$ cat config.mk
export PLATFORM = sky130hd
export DESIGN_NAME = fifo_rd_packer
export DESIGN_NICKNAME = d
export VERILOG_FILES = /design/src/rtl/fifo_rd_packer.sv
export SDC_FILE = /design/constraint.sdc
export NUM_CORES = 1
export LEC_CHECK = 0
export ABC_AREA = 0
export BUFFER_PORTS_ARGS = -buffer_cell sky130_fd_sc_hd__buf_2
export CORE_MARGIN = 2
export CORE_UTILIZATION = 53
export DETAILED_ROUTE_END_ITERATION = 8
export PLACE_DENSITY = 0.88
export REMOVE_ABC_BUFFERS = 1
export SLEW_MARGIN = 30
export SYNTH_ARGS = -nofsm -noshare
export SYNTH_HDL_FRONTEND = slang
export SYNTH_SLANG_ARGS = --single-unit
$ cat constraint.sdc
create_clock -name rdclk -period 1.59 [get_ports rdclk]
set_input_delay 0.2385 -clock rdclk [delete_from_list [all_inputs] [get_ports rdclk]]
set_output_delay 0.2385 -clock rdclk [all_outputs]
set_load 0.02 [all_outputs]
$ cat src/rtl/fifo_rd_packer.sv
// fifo_rd_packer: drains a normal-mode (non show-ahead) byte FIFO and packs
// BYTES_PER_WORD bytes into one output word. A partial word is flushed after
// FLUSH_TIMEOUT consecutive idle cycles.
// Build option: define PACK_MSB_FIRST_EN to pack the first byte into the top
// lane and fill downward. By default the first byte lands in out_data[7:0]
// and the word fills upward.
//
// Output handshake: a word transfers on every rdclk edge where
// out_valid && out_ready. While out_valid is high, out_data and out_bytes
// hold steady until that edge. out_ready has no effect while out_valid is low.
module fifo_rd_packer #(
  parameter int BYTES_PER_WORD = 4,
  parameter int FLUSH_TIMEOUT  = 16,
  localparam int CW            = $clog2(BYTES_PER_WORD) + 1
) (
  input  logic                        rdclk,
  input  logic                        rst_n,
  input  logic                        rdempty,
  input  logic [7:0]                  q,
  output logic                        rdreq,
  output logic [8*BYTES_PER_WORD-1:0] out_data,
  output logic [CW-1:0]               out_bytes,
  output logic                        out_valid,
  input  logic                        out_ready,
  output logic                        dbg_state
);

  typedef enum logic {
    COLLECT = 1'b0,
    PRESENT = 1'b1
  } state_t;

  state_t      state;
  logic [CW-1:0] cnt;       // bytes captured into the current word
  logic        inflight;    // rdreq was high last cycle, so q carries a byte now
  logic [7:0]  idle_cnt;    // consecutive idle cycles while holding a partial word
  logic        fill_ok;
  logic        idle_cyc;

  // Room check counts the byte already requested but not yet captured.
  assign fill_ok  = (int'(cnt) + int'(inflight)) < BYTES_PER_WORD;

  // Reads are issued only while collecting, never into an empty FIFO, and
  // never during reset.
  assign rdreq    = rst_n && (state == COLLECT) && !rdempty && fill_ok;

  // Idle means a partial word is held, nothing is in flight and the FIFO is dry.
  assign idle_cyc = (state == COLLECT) && (cnt != '0) && !inflight && rdempty;

  assign dbg_state = state;

  // Byte lane that receives the byte with capture index c.
  function automatic int lane_of(input logic [CW-1:0] c);
`ifdef PACK_MSB_FIRST_EN
    return BYTES_PER_WORD - 1 - int'(c);
`else
    return int'(c);
`endif
  endfunction

  // Packing FSM: capture bytes, present full or flushed words, and wait for acceptance.
  always_ff @(posedge rdclk) begin
    if (!rst_n) begin
      state     <= COLLECT;
      cnt       <= '0;
      inflight  <= 1'b0;
      idle_cnt  <= '0;
      out_valid <= 1'b0;
      out_data  <= '0;
      out_bytes <= '0;
    end else begin
      inflight <= rdreq;
      case (state)
        COLLECT: begin
          if (inflight) begin
            // Unused lanes are already zero because the word is cleared on
            // acceptance and on reset.
            for (int i = 0; i < BYTES_PER_WORD; i++) begin
              if (lane_of(cnt) == i) out_data[8*i +: 8] <= q;
            end
            cnt      <= cnt + CW'(1);
            idle_cnt <= '0;
            if (int'(cnt) == BYTES_PER_WORD - 1) begin
              state     <= PRESENT;
              out_valid <= 1'b1;
              out_bytes <= CW'(BYTES_PER_WORD);
            end
          end else if (idle_cyc) begin
            if (idle_cnt == 8'(FLUSH_TIMEOUT - 1)) begin
              state     <= PRESENT;
              out_valid <= 1'b1;
              out_bytes <= cnt;
              idle_cnt  <= '0;
            end else begin
              idle_cnt <= idle_cnt + 8'd1;
            end
          end else begin
            idle_cnt <= '0;
          end
        end
        PRESENT: begin
          idle_cnt <= '0;
          if (out_ready) begin
            state     <= COLLECT;
            out_valid <= 1'b0;
            out_bytes <= '0;
            out_data  <= '0;
            cnt       <= '0;
          end
        end
        default: state <= COLLECT;
      endcase
    end
  end

endmodule

==> impl_metrics.py, run 1 <==
metrics = {
    "worst_setup_path": {
        "worstPathRequired_ps": 1350,
        "end_kind": "primary output",
        "crit_buf_inv": 1,
        "arrival_ps": 1260,
        "cp_max_fo": 8,
        "critPathLaunchType": "flop",
        "slowest_delay_ps": 390,
        "critical_path_class": "reg -> out",
        "cpLargestDelayFamily": "flip-flops",
        "cpMaxStageDelayCell": "dfxtp_2",
        "reg2reg_slack_ps": 130,
        "cp-startpoint": "dbg_state",
        "path_cells": "nor2_1 > nand3_1 > a31oi_1 > buf_2",
        "worstReg2RegStart": "cnt[0]",
    },
    "worst_hold_path": {
        "worstHoldPathType": "in -> reg",
        "min_from": "q[2]",
    },
    "floorplanning": {
        "die-width_um": 67.7,
        "core-area_um2": 3940,
        "ios": 50,
        "dieArea_um2": 4580,
        "initial_core_util": 0.546,
        "rows": 23,
        "die_y_um": 67.7,
    },
    "route": {
        "routed_via_density": 5.17,
        "wl_per_cell_um": 14.0,
        "detail_route.first_pass.iterations": 4,
        "drt_iter0_drc": 106,
        "drtAntennaViolNets": 0,
        "vias": 1643,
        "wl_mm": 4.44,
        "drc_errors": 0,
    },
    "global_routing": {
        "grt.total_usage": 0.202,
        "first_global_vias": 1489,
        "antenna_found_initial": 0,
        "grt_max_degree": 42,
        "grt_first_pass_wirelength_mm": 6.90,
        "grt.overflow.total": 0,
    },
    "place": {
        "placed_cells": 310,
        "place_hpwl_mm": 3.25,
        "place.gp.congestion": 0.809,
        "io_buffers": 49,
        "place_area_um2": 2460,
    },
    "clock_tree": {
        "tritoncts": "yes",
        "clock_path_buffers": 2,
        "post_cts_buffers": 0,
        "cts-root-buf": "clkbuf_8",
        "numCtsBuffers": 5,
        "cts_max_level": 2,
        "insertion_delay_ps": 300,
        "clk_pin_slew_worst_paths_ps": 100,
        "clock_sinks": 49,
    },
    "power": {
        "powerDensity_nw_per_um2": 928,
        "total_leakage_power_nw": 1.24,
        "vdd_drop_max_mv": 0.747,
    },
    "run": {
        "cap_viol_max_count": 0,
    },
    "sta": {
        "fin_skew_ps": 12.7,
        "worst_pin_slew_ps": 415,
        "max_freq_mhz": 666,
        "slew_headroom": 0.723,
        "rsz0062_at_grt": "no",
        "final_max_slew_viol_count": 0,
        "holdWs_ps": 173,
        "hold_viol": 0,
        "period_share": 0.945,
        "fin_crit_ps": 1500,
        "setup_viol": 0,
    },
    "run_status": {
        "status": "finished clean",
    },
    "yosys": {
        "ys_warn_count": 0,
        "synth_area_um2": 2150,
        "synth_seq_cells": 49,
        "avgSynthCellArea_um2": 10.1,
        "ys_seq_area_frac": 0.456,
        "synth_cells": 214,
        "ys_types": 33,
    },
    "final_layout": {
        "final_nets": 285,
        "fin_area_um2": 2590,
        "fin_cells": 318,
        "drive_above_1_share": 0.280,
        "fill_cells": 304,
        "antenna_cells": 0,
        "area_growth_pct": 20.4,
    },
}
worst register-to-register path: cells and delay by family, from the launching register on:
family          cells  cell delay [ps]
compound gates      1              370
fa+ha+maj           1              230
buf+inv             1               60
simple gates        1               60
flops               1              380
mux                 1              270
what timing repair did:
action / in CTS / in global routing
hold buffers: 0 / 0
resized for setup: 3 / 3
endpoints found under the setup margin: 7 / 7
pin swaps: 0 / 2
worst paths after layout:
check	end	cells past startpoint
min	out_data[26]	3
max	rdreq	4
max reg2reg	out_data[18]	5
min reg2reg	idle_cnt[0]	1
registers in the layout, summed over array words and instances (netlist names):
register and flops:
idle_cnt 8, inflight 1, dbg_state 1, out_valid 1, cnt 3, out_data 32
out_bytes 3
cell usage in the layout (no fill, tap or decap), types with 2 or more instances in the layout:
cell	count
buf_2	49
a21oi_1	3
nand2b_1	2
and3_1	3
xor2_1	3
buf_4	6
nor2b_1	36
nor2_1	12
nand3_1	14
o21ai_0	2
ha_1	6
xnor2_1	3
mux2i_1	27
nand2_1	13
clkbuf_8	6
dfxtp_4	2
a31oi_1	2
a21boi_1	5
a21boi_0	3
a21oi_4	4
dfxtp_1	46
inv_1	5
synth_stat cells:
master | n | area share
nand3_1 | 14 | 0.033
nand4_2 | 1 | 0.0058
nor2_1 | 12 | 0.021
nand2b_1 | 2 | 0.0058
a21o_1 | 1 | 0.0035
or2b_1 | 1 | 0.0035
buf_6 | 1 | 0.0052
buf_2 | 3 | 0.0070
dfxtp_1 | 49 | 0.46
nor2b_1 | 36 | 0.10
o211a_1 | 1 | 0.0047
a21boi_0 | 3 | 0.010
o21ai_0 | 2 | 0.0047
nor3b_4 | 1 | 0.0087
a22oi_1 | 1 | 0.0035
ha_1 | 6 | 0.035
clkbuf_1 | 5 | 0.0087
a21oi_4 | 4 | 0.030
o21ai_1 | 1 | 0.0023
and3_1 | 4 | 0.012
a31oi_1 | 2 | 0.0058
xnor2_1 | 3 | 0.012
inv_1 | 5 | 0.0087
xor2_1 | 3 | 0.012
and2_4 | 1 | 0.0041
a21oi_1 | 3 | 0.0070
and2_1 | 1 | 0.0029
a21boi_1 | 5 | 0.017
nor4_4 | 1 | 0.0099
o211ai_1 | 1 | 0.0035
nand4_1 | 1 | 0.0029
nand2_1 | 13 | 0.023
mux2i_1 | 27 | 0.13
power by group:
part | internal (mW) | switching, mW | leakage, nW | total (mW)
logic | 0.0926 | 0.117 | 0.783 | 0.209
clock network | 0.512 | 0.416 | 0.0574 | 0.928
registers | 1.25 | 0.0172 | 0.398 | 1.27
total | 1.85 | 0.550 | 1.24 | 2.40
stage by stage:
stage | util | TNS, ps | setup slack [ps] | power [mW]
3_3_place_gp | 0.624 | 0 | 65.4 | 1.50
4_1_cts | 0.655 | 0 | 46.7 | 2.41
3_5_place_dp | 0.624 | -65.9 | -25.4 | 1.51
6_report | 0.657 | 0 | 87.7 | 2.40
5_1_grt | 0.657 | 0 | 1.91 | 2.48
2_1_floorplan | - | 0 | 0.639 | 1.43
metal layers:
metal  vias to the layer above  GRT usage  part of all wire
met1                       775      0.259              0.44
met5                         -          0                 0
met4                         0     0.0638             0.010
met3                         4     0.0467             0.042
li1                        824          -                 -
met2                        40      0.333              0.51
logic make-up (layout without fill, tap and decap cells):
| logic type | after synthesis | count (layout) | share of synthesized area |
|---|---|---|---|
| compound gates | 24 | 24 | 0.0931 |
| simple gates | 88 | 88 | 0.236 |
| xor+xnor | 6 | 6 | 0.0244 |
| flops | 49 | 49 | 0.456 |
| fa+ha+maj | 6 | 6 | 0.0349 |
| buf+inv | 14 | 68 | 0.0297 |
| mux | 27 | 27 | 0.126 |
cell type report:
type	count	area [um2]	area share
timing repair buffer	55	290	0.112
multi-input combinational	151	1110	0.428
inverter	5	18.8	0.00725
clock buffer	6	82.6	0.0319
sequential	49	990	0.382
tap	50	62.6	0.0242
clock inverter	2	37.5	0.0145
(Power assumes the default switching activity.)
==> run 2: changes to the inputs <==
--- a/config.mk
+++ b/config.mk
@@ -9,9 +9,9 @@
 export BUFFER_PORTS_ARGS = -buffer_cell sky130_fd_sc_hd__buf_2
 export CORE_MARGIN = 2
 export CORE_UTILIZATION = 53
+export CTS_CLUSTER_DIAMETER = 150
 export DETAILED_ROUTE_END_ITERATION = 8
 export PLACE_DENSITY = 0.88
-export REMOVE_ABC_BUFFERS = 1
 export SLEW_MARGIN = 30
 export SYNTH_ARGS = -nofsm -noshare
 export SYNTH_HDL_FRONTEND = slang
==> impl_metrics.py, run 2 (same netlist as run 1, synthesis figures left out) <==
metrics = {
    "worst_setup_path": {
        "critical_path_class": "reg -> out",
        "cpLargestDelayFamily": "flip-flops",
        "slowest_delay_ps": 350,
        "worstPathRequired_ps": 1350,
        "cp_max_fo": 3,
        "reg2reg_slack_ps": 100,
        "crit_top_cell": "buf_4",
        "crit_buf_inv": 2,
        "path_depth": 5,
        "path_cells": "buf_4 > nor2_2 > nand3_2 > a31oi_2 > buf_4",
        "arrival_ps": 1270,
        "reg2reg_depth": 5,
        "critPathLaunchType": "flop",
        "cpMaxStageDelayCell": "dfxtp_4",
        "end_kind": "primary output",
    },
    "place": {
        "place.gp.congestion": 0.783,
        "io_buffers": 49,
        "place_hpwl_mm": 3.24,
    },
    "global_routing": {
        "first_global_vias": 1444,
        "grt.overflow.total": 0,
        "antenna_found_initial": 0,
        "grt.total_usage": 0.206,
        "grt_first_pass_wirelength_mm": 6.88,
        "grt_max_degree": 40,
    },
    "final_layout": {
        "area_growth_pct": 20.2,
        "largest_reg_flops": 32,
        "drive_above_1_share": 0.294,
        "largest-register": "out_data",
        "antenna_cells": 0,
        "final_nets": 286,
        "post-route-util": 0.656,
        "final_cell_mix": "48 x buf_2, 45 x dfxtp_1, 36 x nor2b_1",
        "fill_cells": 324,
        "layout_commonest_cell": "buf_2",
        "largestRegisters": "out_data x32, idle_cnt x8",
    },
    "route": {
        "wl_per_cell_um": 14.0,
        "detail_route.first_pass.iterations": 4,
        "drc_errors": 0,
        "vias": 1633,
        "drt_iter0_drc": 78,
        "drtAntennaViolNets": 0,
        "routed_via_density": 5.12,
        "wl_mm": 4.47,
    },
    "sta": {
        "fin_skew_ps": 10.3,
        "fin_crit_ps": 1510,
        "period_share": 0.948,
        "final_max_slew_viol_count": 0,
        "setup_viol": 0,
        "hold_viol": 0,
        "max_freq_mhz": 664,
        "slew_headroom": 0.735,
        "holdWs_ps": 177,
        "worst_pin_slew_ps": 397,
    },
    "power": {
        "powerDensity_nw_per_um2": 870,
        "vdd_drop_max_mv": 0.521,
        "total_leakage_power_nw": 1.24,
    },
    "worst_hold_path": {
        "worstHoldPathType": "in -> reg",
        "min_path_cells": 3,
    },
    "run_status": {
        "status": "finished clean",
    },
    "clock_tree": {
        "tritoncts": "yes",
        "clk_pin_slew_worst_paths_ps": 90,
        "cts-root-buf": "clkbuf_8",
        "cts_max_level": 2,
        "clock_sinks": 49,
        "numCtsBuffers": 5,
        "insertion_delay_ps": 310,
        "clock_path_buffers": 2,
    },
    "run": {
        "cap_viol_max_count": 0,
    },
    "floorplanning": {
        "rows": 23,
        "die-width_um": 67.7,
        "ios": 50,
        "dieArea_um2": 4580,
        "die_y_um": 67.7,
        "core-area_um2": 3940,
        "initial_core_util": 0.546,
    },
    "yosys": {
        "syn_nets": 232,
    },
}
## run 2: cell count changes in the layout (fill, tap and decap cells not counted), sizes merged
cell / change
clkinv: +2
buf: +1
bufinv: -1
clkinvlp: -1
## run 2: area by class of cell
type	count	area, um2	area share
well taps	50	62.6	0.0242
inverters	5	18.8	0.00726
flip-flops and latches	49	988	0.382
repair buffers	56	300	0.116
multi-input cells	151	1120	0.433
clock inverters	2	13.8	0.00532
clock buffers	6	82.6	0.0319
## run 2: metal layers
metal	wire length, um	vias up	track usage	part of all wire
li1	-	827	-	-
met1	2030	763	0.264	0.45
met2	2160	38	0.322	0.48
met3	207	5	0.0550	0.046
met4	68	0	0.0918	0.015
met5	0	-	0	0
## run 2: timing repair
item | 4_1_cts | 5_1_grt
setup buffers | 2 | 0
pin swaps | 2 | 1
endpoints found under the setup margin | 1 | 33
gates resized for setup | 2 | 7
hold buffers | 0 | 0
## run 2: metrics by stage
stage	cell area (um2)	setup WS, ps	TNS (ps)	power, mW	cells
floorplan	2150	51.2	0	1.44	214
global placement	2450	103	0	1.50	309
detailed placement	2450	35.3	0	1.50	309
CTS	2570	13.2	0	2.27	319
global route	2590	-2.06	-2.06	2.34	319
finish	2590	83.5	0	2.25	319
## run 2: power breakdown
group	total, mW	switching, mW	internal (mW)
combinational	0.213	0.119	0.0945
sequential	1.27	0.0186	1.25
clock	0.768	0.415	0.353
## run 2: path summary, 6_finish.rpt
kind,to,from
hold / removal,out_data[27],q[3]
hold reg to reg,idle_cnt[0],idle_cnt[0]
setup / recovery,rdreq,dbg_state
setup reg to reg,out_data[23],cnt[0]
## run 2: worst reg2reg max path: cells and delay by family (launching register included)
kind / cells / cell delay (ps)
DFF: 1 / 390
AOI/OAI and AO/OA: 1 / 360
muxes: 1 / 260
buffers and inverters: 1 / 80
adders and majority gates: 1 / 240
and+or+nand+nor: 1 / 60
==> run 3: changes to the inputs <==
--- a/config.mk
+++ b/config.mk
@@ -7,7 +7,6 @@
 export LEC_CHECK = 0
 export ABC_AREA = 0
 export BUFFER_PORTS_ARGS = -buffer_cell sky130_fd_sc_hd__buf_2
-export CORE_MARGIN = 2
 export CORE_UTILIZATION = 53
 export CTS_CLUSTER_DIAMETER = 150
 export DETAILED_ROUTE_END_ITERATION = 8
==> impl_metrics.py, run 3 (same netlist as run 1, synthesis figures left out) <==
metrics = {
    "global_routing": {
        "grt.overflow.total": 0,
        "use_met1": 0.260,
        "grt_max_degree": 23,
        "use_met2": 0.378,
        "first_global_vias": 1578,
        "grt_first_pass_wirelength_mm": 7.11,
        "grt_busiest_layer": "met2",
        "met3_usage": 0.0434,
        "antenna_found_initial": 0,
        "grt.total_usage": 0.221,
    },
    "worst_setup_path": {
        "slowest_delay_ps": 390,
        "cp_max_fo": 11,
        "end_kind": "primary output",
        "arrival_ps": 1270,
        "critPathLaunchType": "flop",
        "path_cells": "nor2_1 > nand3_1 > a31oi_1 > buf_4",
        "cpMaxStageDelayCell": "dfxtp_4",
        "critical_path_class": "reg -> out",
        "worstPathRequired_ps": 1350,
    },
    "clock_tree": {
        "numCtsBuffers": 5,
        "clk_pin_slew_worst_paths_ps": 90,
        "cts-root-buf": "clkbuf_8",
        "cts_max_level": 2,
        "tritoncts": "yes",
        "insertion_delay_ps": 310,
        "clock_path_buffers": 2,
        "ctsHoldBuffers": 0,
        "clock_sinks": 49,
    },
    "final_layout": {
        "largestRegisters": "out_data x32, idle_cnt x8",
        "drive_above_1_share": 0.292,
        "layout_commonest_cell": "buf_2",
        "post-route-util": 0.707,
        "fill_cells": 278,
        "largest_reg_flops": 32,
        "antenna_cells": 0,
        "area_growth_pct": 24.0,
        "final_nets": 291,
        "final_cell_mix": "48 x buf_2, 46 x dfxtp_1, 36 x nor2b_1",
        "multi_input_area_um2": 1110,
        "fin_cells": 322,
        "largest-register": "out_data",
        "register_area_um2": 987,
    },
    "sta": {
        "worst_pin_slew_ps": 389,
        "holdWs_ps": 170,
        "max_freq_mhz": 663,
        "fin_ws_ps": 82.3,
        "period_share": 0.948,
        "fin_crit_ps": 1510,
        "setup_viol": 0,
        "fin_skew_ps": 5.66,
        "setup_tns_ps": 0,
        "hold_viol": 0,
        "final_max_slew_viol_count": 0,
        "slew_headroom": 0.740,
    },
    "power": {
        "p_sw_frac": 0.227,
        "p_seq_frac": 0.524,
        "clkPwrFrac": 0.382,
        "powerDensity_nw_per_um2": 906,
        "vdd_drop_max_mv": 0.642,
        "total_leakage_power_nw": 1.29,
        "switchingPower_uw": 549,
        "p_int_mw": 1.87,
        "pwr-share-comb": 0.095,
    },
    "route": {
        "vias": 1680,
        "drc_errors": 0,
        "routed_via_density": 5.22,
        "drtAntennaViolNets": 0,
        "drt_iter0_drc": 49,
        "wl_mm": 4.54,
        "detail_route.first_pass.iterations": 4,
        "wl_per_cell_um": 14.1,
    },
    "floorplanning": {
        "ios": 50,
        "die_y_um": 65.7,
        "core-area_um2": 3770,
        "initial_core_util": 0.570,
        "rows": 22,
        "die-width_um": 65.7,
        "dieArea_um2": 4320,
    },
    "place": {
        "place_hpwl_mm": 3.24,
        "io_buffers": 49,
        "placed_cells": 309,
        "place.gp.congestion": 0.893,
        "preCtsSetupSlack_ps": 61.3,
    },
    "yosys": {
        "syn_nets": 232,
    },
    "run_status": {
        "status": "finished clean",
    },
    "worst_hold_path": {
        "worstHoldPathType": "in -> reg",
    },
    "run": {
        "cap_viol_max_count": 0,
    },
}
==> run 3: what timing repair did <==
action	4_1_cts	5_1_grt
setup endpoints to repair	1	21
buffers inserted	0	5
resized for setup	1	4
gates cloned	0	0
hold endpoints to repair	0	0
pin swaps	0	5
==> run 3: layout make-up <==
class,count,share of cell area
clock inverter,2,0.0141
sequential,49,0.370
multi-input combinational,151,0.415
tap,48,0.0225
timing repair buffer,61,0.141
inverter,5,0.00704
clock buffer,6,0.0310
==> run 3: worst paths after layout <==
kind / slack, ps / cells after the start / startpoint / end
hold / removal: 170 / 3 / q[3] / out_data[27]
setup / recovery: 80 / 4 / dbg_state / rdreq
setup reg to reg: 100 / 5 / idle_cnt[0] / out_bytes[0]
hold reg to reg: 450 / 1 / idle_cnt[0] / idle_cnt[0]
==> run 3: power by group through the flow <==
stage	combinational [mW]	clock (mW)	sequential [mW]
2_1_floorplan	0.123	0	1.32
3_3_place_gp	0.208	0	1.29
3_5_place_dp	0.210	0	1.30
4_1_cts	0.212	0.933	1.27
5_1_grt	0.248	0.990	1.27
6_report	0.229	0.923	1.27
==> run 3: critical path: cells and delay by family, from the launching register on <==
kind                   cells  cell delay, ps
AOI/OAI and AO/OA          1             190
buffers and inverters      1             170
DFF                        1             390
and+or+nand+nor            2             210
==> run 3: through the flow <==
step                power [mW]  cell area [um2]
floorplan                 1.44             2150
global placement          1.50             2460
detailed placement        1.51             2460
CTS                       2.41             2580
global route              2.51             2670
finish                    2.42             2670
==> run 3: metal layers <==
| layer | up-vias | share of wire |
|---|---|---|
| li1 | 835 | - |
| met1 | 788 | 0.45 |
| met2 | 49 | 0.49 |
| met3 | 8 | 0.041 |
| met4 | 0 | 0.019 |
| met5 | - | 0 |
